### src/rtl/c17_bist_pkg.sv
// Shared types and constants for the c17 BIST sequencer: FSM state
// encoding, LFSR taps and seed, MISR polynomial and the bit positions
// of the signals exchanged with the c17 netlist.
package c17_bist_pkg;

    typedef enum logic [1:0] {
        IDLE    = 2'd0,
        APPLY   = 2'd1,
        CAPTURE = 2'd2,
        DONE    = 2'd3
    } state_t;

    // Stimulus LFSR: x^5 + x^3 + 1, maximal length (period 31)
    localparam int          LFSR_W            = 5;
    localparam int          LFSR_TAP_HI       = 4;
    localparam int          LFSR_TAP_LO       = 2;
    localparam logic [4:0]  DEFAULT_LFSR_SEED = 5'h01;

    // Signature compressor: x^8 + x^6 + x^5 + x^4 + 1 (Galois form)
    localparam logic [7:0]  DEFAULT_MISR_POLY = 8'h71;

    // dut_in bit positions towards the c17 inputs
    localparam int TEST2 = 4;
    localparam int TEST1 = 3;
    localparam int TEST0 = 2;
    localparam int NX2   = 1;
    localparam int NX6   = 0;

    // dut_out bit positions from the c17 outputs
    localparam int NX23  = 1;
    localparam int NX22  = 0;

    // Advance the stimulus LFSR by one step
    function automatic logic [LFSR_W-1:0] lfsr_next(input logic [LFSR_W-1:0] cur);
        return {cur[LFSR_W-2:0], cur[LFSR_TAP_HI] ^ cur[LFSR_TAP_LO]};
    endfunction

    // Route an LFSR pattern onto the named c17 input pins
    function automatic logic [4:0] pattern_to_dut_in(input logic [LFSR_W-1:0] pat);
        logic [4:0] v;
        v        = '0;
        v[TEST2] = pat[4];
        v[TEST1] = pat[3];
        v[TEST0] = pat[2];
        v[NX2]   = pat[1];
        v[NX6]   = pat[0];
        return v;
    endfunction

endpackage

### src/rtl/bist_misr.sv
// Multiple-input signature register folding the two c17 outputs into a
// Galois-style signature. clear wins over enable.
module bist_misr
    import c17_bist_pkg::*;
#(
    parameter int                MISR_W    = 8,
    parameter logic [MISR_W-1:0] MISR_POLY = MISR_W'(DEFAULT_MISR_POLY)
) (
    input  logic              clk,
    input  logic              rst,
    input  logic              clear,
    input  logic              enable,
    input  logic [1:0]        data,
    output logic [MISR_W-1:0] value
);

    // Shift with polynomial feedback and XOR in the captured response
    always_ff @(posedge clk) begin
        if (rst || clear) begin
            value <= '0;
        end else if (enable) begin
            value <= ({value[MISR_W-2:0], 1'b0} ^ (value[MISR_W-1] ? MISR_POLY : '0))
                     ^ MISR_W'(data);
        end
    end

endmodule

### src/rtl/c17_bist_ctrl.sv
// BIST sequencer for the c17 netlist: drives LFSR patterns, holds each
// for a settle window, captures the response into a MISR and reports
// whether the final signature matches the golden value.
module c17_bist_ctrl
    import c17_bist_pkg::*;
#(
    parameter int                SETTLE    = 2,
    parameter int                MISR_W    = 8,
    parameter logic [MISR_W-1:0] MISR_POLY = MISR_W'(DEFAULT_MISR_POLY),
    parameter logic [4:0]        LFSR_SEED = DEFAULT_LFSR_SEED
) (
    input  logic              clk,
    input  logic              rst,
    input  logic              start,
    input  logic [7:0]        num_patterns,
    input  logic [MISR_W-1:0] golden,
    output logic [4:0]        dut_in,
    input  logic [1:0]        dut_out,
    output logic              busy,
    output logic              done,
    output logic [MISR_W-1:0] signature,
    output logic              pass
);

    localparam int                SW          = (SETTLE > 1) ? $clog2(SETTLE) : 1;
    localparam logic [SW-1:0]     SETTLE_LAST = SW'(SETTLE - 1);

    state_t        state;
    logic [4:0]    lfsr;
    logic [7:0]    count;
    logic [7:0]    n_latched;
    logic [SW-1:0] settle_cnt;
    logic          start_ok;
    logic          last_pattern;
    logic          misr_clear;
    logic          misr_enable;
    logic [1:0]    capture_data;
    logic [4:0]    lfsr_adv;

    assign start_ok     = start && ((state == IDLE) || (state == DONE));
    assign last_pattern = ({1'b0, count} + 9'd1) == {1'b0, n_latched};
    assign lfsr_adv     = lfsr_next(lfsr);
    assign misr_clear   = start_ok;
    assign misr_enable  = (state == CAPTURE);
    assign capture_data = {dut_out[NX23], dut_out[NX22]};

    // Sequencer: accepts runs, steps patterns through settle and capture,
    // and owns the registered pin/status outputs
    always_ff @(posedge clk) begin
        if (rst) begin
            state      <= IDLE;
            lfsr       <= LFSR_SEED;
            count      <= '0;
            n_latched  <= '0;
            settle_cnt <= '0;
            dut_in     <= '0;
            busy       <= 1'b0;
            done       <= 1'b0;
        end else begin
            case (state)
                IDLE, DONE: begin
                    if (start) begin
                        lfsr       <= LFSR_SEED;
                        count      <= '0;
                        settle_cnt <= '0;
                        n_latched  <= num_patterns;
                        if (num_patterns == 8'd0) begin
                            state  <= DONE;
                            dut_in <= '0;
                            busy   <= 1'b0;
                            done   <= 1'b1;
                        end else begin
                            state  <= APPLY;
                            dut_in <= pattern_to_dut_in(LFSR_SEED);
                            busy   <= 1'b1;
                            done   <= 1'b0;
                        end
                    end
                end
                APPLY: begin
                    if (settle_cnt == SETTLE_LAST) begin
                        state      <= CAPTURE;
                        settle_cnt <= '0;
                    end else begin
                        settle_cnt <= settle_cnt + 1'b1;
                    end
                end
                CAPTURE: begin
                    lfsr  <= lfsr_adv;
                    count <= count + 8'd1;
                    if (last_pattern) begin
                        state  <= DONE;
                        dut_in <= '0;
                        busy   <= 1'b0;
                        done   <= 1'b1;
                    end else begin
                        state      <= APPLY;
                        settle_cnt <= '0;
                        dut_in     <= pattern_to_dut_in(lfsr_adv);
                    end
                end
                default: begin
                    state <= IDLE;
                end
            endcase
        end
    end

    bist_misr #(
        .MISR_W    (MISR_W),
        .MISR_POLY (MISR_POLY)
    ) u_misr (
        .clk    (clk),
        .rst    (rst),
        .clear  (misr_clear),
        .enable (misr_enable),
        .data   (capture_data),
        .value  (signature)
    );

    assign pass = done && (signature == golden);

endmodule

### config.mk
export PLATFORM = sky130hd
export DESIGN_NAME = c17_bist_ctrl
export DESIGN_NICKNAME = d
export VERILOG_FILES = /design/src/rtl/c17_bist_pkg.sv /design/src/rtl/bist_misr.sv /design/src/rtl/c17_bist_ctrl.sv
export SDC_FILE = /design/constraint.sdc
export NUM_CORES = 1
export LEC_CHECK = 0
export CAP_MARGIN = 20
export CORE_MARGIN = 2
export CORE_UTILIZATION = 30
export DETAILED_ROUTE_END_ITERATION = 7
export GPL_TIMING_DRIVEN = 1
export PLACE_DENSITY = 0.52
export REMOVE_ABC_BUFFERS = 1
export SLEW_MARGIN = 25
export SYNTH_ARGS = -nofsm -noshare
export SYNTH_HDL_FRONTEND = slang
export SYNTH_HIERARCHICAL = 1
export SYNTH_SLANG_ARGS = --single-unit
export TNS_END_PERCENT = 50
### constraint.sdc
create_clock -name clk -period 2.2 [get_ports clk]
set_input_delay 0.22 -clock clk [delete_from_list [all_inputs] [get_ports clk]]
set_output_delay 0.22 -clock clk [all_outputs]
set_load 0.01 [all_outputs]
# --- Word-level counts from Yosys, hierarchy flattened ---
# Index checks and enable logic that the tools add are counted.
totals:
  reg_bits: 39
  in_bits: 21
  out_inout_bits: 16
  elab_cells: 63
classes:
  addsub: 3
  n_eq_ne: 9
  n_mux: 26
  n_bitwise: 3
  n_reduce_logical: 13
op_table:
  columns: ["operator", "count"]
  rows:
  - ["5-bit case mux with 2 select lines", 2]
  - ["8-bit case mux with 2 select lines", 1]
  - ["5-bit two-way mux", 3]
  - ["1-bit two-way mux", 10]
  - ["8-bit by 1-bit adder with 9-bit output (second input constant)", 1]
  - ["9-bit by 8-bit equality test with 1-bit output", 1]
  - ["8-bit by 1-bit adder with 8-bit output (second input constant)", 1]
  - ["8-bit equality test", 1]
  - ["8-bit logical NOT", 1]
  - ["2-bit two-way mux", 4]
  - ["8-bit two-way mux", 1]
  - ["2-bit != test (second input constant)", 4]
  - ["2-bit AND reduction", 4]
  - ["8-bit by 2-bit bitwise XOR with 8-bit output", 1]
  - ["8-bit bitwise XOR", 1]
  - ["7-bit two-way mux", 1]
  - ["2-bit case mux with 3 select lines", 1]
  - ["2-bit equality test (second input constant)", 2]
  - ["1-bit case mux with 2 select lines", 2]
  - ["1-bit case mux with 3 select lines", 1]
  - ["3-bit AND reduction", 1]
  - ["2-bit by 1-bit equality test with 1-bit output (second input constant)", 1]
  - ["1-bit logical AND", 2]
  - ["2-bit logical NOT", 1]
  - ["other kinds (5)", 6]

# --- Longest topological paths before layout ---
logic_depth:
  word_depth: 4
  mapped_depth: 9
  depth_no_buf: 8

# --- Hierarchy ---
# Netlist, hierarchy kept.
modules_own_cells:
  columns: ["mod", "n_inst", "cells_each", "area_each_um2", "seq_area_each_um2"]
  rows:
  - ["c17_bist_ctrl", 1, 199, 1621.6, 620.6]
  - ["bist_misr", 1, 33, 362.8, 160.2]

# --- Least setup slack after synthesis ---
# OpenSTA, ideal clock, no wires.
synth_timing:
  path_kind: "register to register"
  from: "reg state[0]"
  to: "reg u_misr.value[0]"
  setup_time_ns: 0.079
  arrival_ns: 1.907
  required_ns: 2.121
  path_slack_ns: 0.213
  stages_incl_launch_ff: 9
  path_buffers: 2
  period_less_slack_ns: 1.987
  cell_sequence: "dfxtp_1 > inv_1 > ha_1 > nand2_1 > clkbuf_1 > clkinv_1 > or2_1 > buf_6 > a211oi_2"
synth_between:
  elab_chain_len: 4
  word_cells_on_any_way: 6
  cone_classes: "2 x eq/ne; 4 x reduce/logical"
synth_lines:
  columns: ["element", "line_no", "text"]
  rows:
  - ["from (decl)", "c17_bist_ctrl.sv:28", "state_t state;"]
  - ["from (signal assigned)", "c17_bist_ctrl.sv:51", "state <= IDLE;"]
  - ["from (signal assigned)", "c17_bist_ctrl.sv:68", "state <= DONE;"]
  - ["from (signal assigned)", "c17_bist_ctrl.sv:73", "state <= APPLY;"]
  - ["2-bit equality test / 2-bit logical NOT (equally long branches)", "c17_bist_ctrl.sv:40", "assign start_ok = start && ((state == IDLE) || (state == DONE));"]
  - ["1-bit logical OR *", "c17_bist_ctrl.sv:40", null]
  - ["1-bit logical AND *", "c17_bist_ctrl.sv:40", null]
  - ["named net misr_clear", "c17_bist_ctrl.sv:35", "logic misr_clear;"]
  - ["1-bit logical OR *", "bist_misr.sv:19", "if (rst || clear) begin"]
  - ["to (signal assigned)", "bist_misr.sv:22", "value <= ({value[MISR_W-2:0], 1'b0} ^ (value[MISR_W-1] ? MISR_POLY : '0))"]
  - ["to (decl)", "bist_misr.sv:14", "output logic [MISR_W-1:0] value"]
# Mark *: on every way through the listed nets, which the timed path passes. The rest lies on a longest branch.
# A chain may end at the register's enable or synchronous reset.

# --- Worst setup path in the final report ---
layout_timing:
  from: "reg count[1]"
  to: "reg settle_cnt"
layout_between:
  elab_chain_len: 4
layout_lines:
  columns: ["element", "line_no", "text"]
  rows:
  - ["from (decl)", "c17_bist_ctrl.sv:30", "logic [7:0] count;"]
  - ["from (signal assigned)", "c17_bist_ctrl.sv:90", "count <= count + 8'd1;"]
  - ["8-bit by 1-bit adder with 9-bit output", "c17_bist_ctrl.sv:41", "assign last_pattern = ({1'b0, count} + 9'd1) == {1'b0, n_latched};"]
  - ["9-bit by 8-bit equality test with 1-bit output", "c17_bist_ctrl.sv:41", null]
  - ["2-bit != test (no line)", null, null]
  - ["2-bit AND reduction (no line)", null, null]
  - ["to (signal assigned)", "c17_bist_ctrl.sv:85", "settle_cnt <= settle_cnt + 1'b1;"]
  - ["to (decl)", "c17_bist_ctrl.sv:32", "logic [SW-1:0] settle_cnt;"]
# Every way passes these cells.

==> impl_metrics.env <==
export IMPL_reg2regPathDepth=8
export IMPL_core_mm2=0.00639
export IMPL_synth_async_reset_ratio=0
export IMPL_min_period_over_period=0.929
export IMPL_leakagePower_nw=0.999
export IMPL_hold_slack_ns=0.471
export IMPL_antenna_left=0
export IMPL_hpwl_um=3470
export IMPL_wl_per_cell_um=13.1
export IMPL_dieArea_mm2=0.00728
export IMPL_grt_overflow_total=0
export IMPL_end_kind="flip-flop"
export IMPL_timing_rr_end="settle_cnt"
export IMPL_grt_max_degree=21
export IMPL_cts_tree="yes"
export IMPL_postCtsSetupBuffers=0
export IMPL_dr_pass1_iters=4
export IMPL_final_cell_area_mm2=0.00266
export IMPL_fin_cells=362
export IMPL_synthTopCellsByArea="dfxtp_1 39%, xnor2_1 7.5%, nor2_1 6.1%, a21oi_1 4.5%, nand2_1 4.5%"
export IMPL_cts_buffers=5
export IMPL_drive_gt1_frac=0.154
export IMPL_slew_violations=0
export IMPL_status="finished, final reports clean"
export IMPL_worst_hold_path_type="reg -> reg"
export IMPL_cts_sinks=39
export IMPL_p_per_area_mw_per_mm2=934
export IMPL_synthFlopType="dfxtp_1"
export IMPL_grt_pass1_wl_um=8290
export IMPL_syn_area_mm2=0.00198
export IMPL_area_growth_syn_to_layout_pct=34.0
export IMPL_yosys_area_top_type="dfxtp_1"
export IMPL_ff2ff_setup_slack_ns=0.16
export IMPL_rows=29
export IMPL_cts_hold_buf=0
export IMPL_grt_usage=0.140
export IMPL_finClkSkew_ns=0.00229
export IMPL_clkLatencyLatePin_ns=0.29
export IMPL_place_congestion=0.751
export IMPL_worst_slew_pin_slew_ns=0.539
export IMPL_ios=37
export IMPL_crit_path_end="settle_cnt"
export IMPL_cap_violations=0
export IMPL_worstSetupStartpointType="flip-flop"
export IMPL_rsz0062_at_grt="false"
export IMPL_vias=1790
export IMPL_path_max_fanout=6
export IMPL_maxSlewHeadroom=0.638
export IMPL_drt_iter0_drc=118
export IMPL_h_tree_depth=2
export IMPL_ys_warn_count=6
export IMPL_final_util=0.417
export IMPL_portBuffers=36
export IMPL_place_area_mm2=0.00253
export IMPL_ys_types=41
export IMPL_initial_core_util=0.311
export IMPL_setup_viol=0
export IMPL_nets=309
export IMPL_yosysSeqAreaShare=0.393
export IMPL_n_antenna_cell=0
export IMPL_synth_area_per_cell_um2=8.55
export IMPL_worst_slack_ns=0.157
export IMPL_yosys_area_top_type_share=0.393
export IMPL_ir_worst_vdd_v=0.000388
export IMPL_synth_seq_cells=39
export IMPL_clk_pin_slew_worst_paths_ns=0.08
export IMPL_antenna_found_initial=0
export IMPL_min_period_ns=2.04
export IMPL_synth_edf_count=0
export IMPL_dp_slack_ns=0.00148
export IMPL_vias_per_cell=4.94
export IMPL_fmax_ghz=0.489
export IMPL_dpl_cell_count=354
export IMPL_routed_wl_um=4730
export IMPL_critical_path_startpoint="count[1]"
export IMPL_criticalPathCategory="reg -> reg"
export IMPL_remaining_drc_errors=0
export IMPL_hold_violations=0
export IMPL_die_w_um=85.3
export IMPL_finalSetupTns_ns=0
export IMPL_clockBufferDepth=2
export IMPL_synthCells=232
export IMPL_cp_required_ns=2.38
export IMPL_root_buffer="clkbuf_8"
export IMPL_grt_pass1_vias=1725
export IMPL_die_h_um=85.3
export IMPL_r2r_start="count[1]"
export IMPL_power_mw=2.48
export IMPL_arrival_ns=2.22
[routing by layer]
metal / track usage / wire length, µm / vias up
met3: 0.0350 / 215 / 9
met2: 0.209 / 2070 / 32
met1: 0.197 / 2370 / 824
li1: - / - / 925
met5: 0 / 0 / -
met4: 0.0491 / 74 / 0
[worst max-delay path: stages (launching register included)]
cell	delay, ns
dfxtp_1	0.34
ha_1	0.19
buf_4	0.15
and4_1	0.20
o21ai_0	0.16
nand4_1	0.15
nand4b_4	0.26
o21ai_2	0.15
mux2_1	0.33
[report_power, final]
group | switching (mW) | internal [mW] | total, mW
registers | 0.0927 | 0.823 | 0.916
logic | 0.507 | 0.436 | 0.943
clock network | 0.259 | 0.367 | 0.626
total | 0.859 | 1.63 | 2.48
[area by class of cell]
class,count,area [µm²]
flip-flops and latches,39,785
repair buffers,58,528
clock buffers,6,82.6
clock inverters,2,35.0
well taps,77,96.3
inverters,5,18.8
multi-input cells,175,1110
fillers,676,3730
[placed cells by master, fill, tap and decap left out, types with 4 or more instances in the layout]
cell type	count
xor2_1	6
a21oi_1	18
dfxtp_1	36
o21ai_0	10
nand3_1	4
nor2_1	32
ha_1	4
and3_1	4
clkdlybuf4s50_1	35
a211oi_2	6
inv_1	4
buf_4	22
clkbuf_8	6
a32oi_1	4
a22oi_1	5
xnor2_1	17
nand2_1	24
nand4_1	4
[state kept, by name (all words and copies together) (netlist names)]
name          count
settle_cnt        1
n_latched         8
dut_in            5
lfsr              5
u_misr/value      8
done              1
state             2
count             8
busy              1
[synth_stat cells (2+ instances only)]
library cell,n
a211oi_2,6
a21oi_1,18
a22oi_1,5
a31oi_1,3
a32oi_1,4
and2_1,2
and3_1,4
and4_1,2
buf_4,3
buf_6,2
clkbuf_1,7
dfxtp_1,39
ha_1,4
inv_1,4
mux2i_1,3
nand2_1,24
nand2b_1,2
nand3_1,4
nand4_1,4
nor2_1,32
nor3_1,3
nor4_1,3
o21ai_0,11
o22ai_1,2
or3_1,3
or4_1,2
xnor2_1,17
xor2_1,6
[kinds of logic after synthesis]
logic type	synth area share
flops	0.393
xor+xnor	0.102
simple gates	0.226
fa+ha+maj	0.0252
compound gates	0.185
buf+inv	0.0479
mux	0.0208
[worst min path at each step]
stage	start	to	depth (start not counted)	slack (ns)
floorplan	rst	count[5]	1	0.29
global placement	n_latched[1]	n_latched[1]	2	0.46
detailed placement	n_latched[1]	n_latched[1]	2	0.46
CTS	n_latched[1]	n_latched[1]	2	0.47
global route	n_latched[3]	n_latched[3]	2	0.49
finish	n_latched[3]	n_latched[3]	2	0.47
[timing repair]
action,4_1_cts,5_1_grt
resized for setup,1,5
endpoints found under the setup margin,1,5
pin swaps,0,4
No activity file was read; power rests on OpenSTA's default activity.
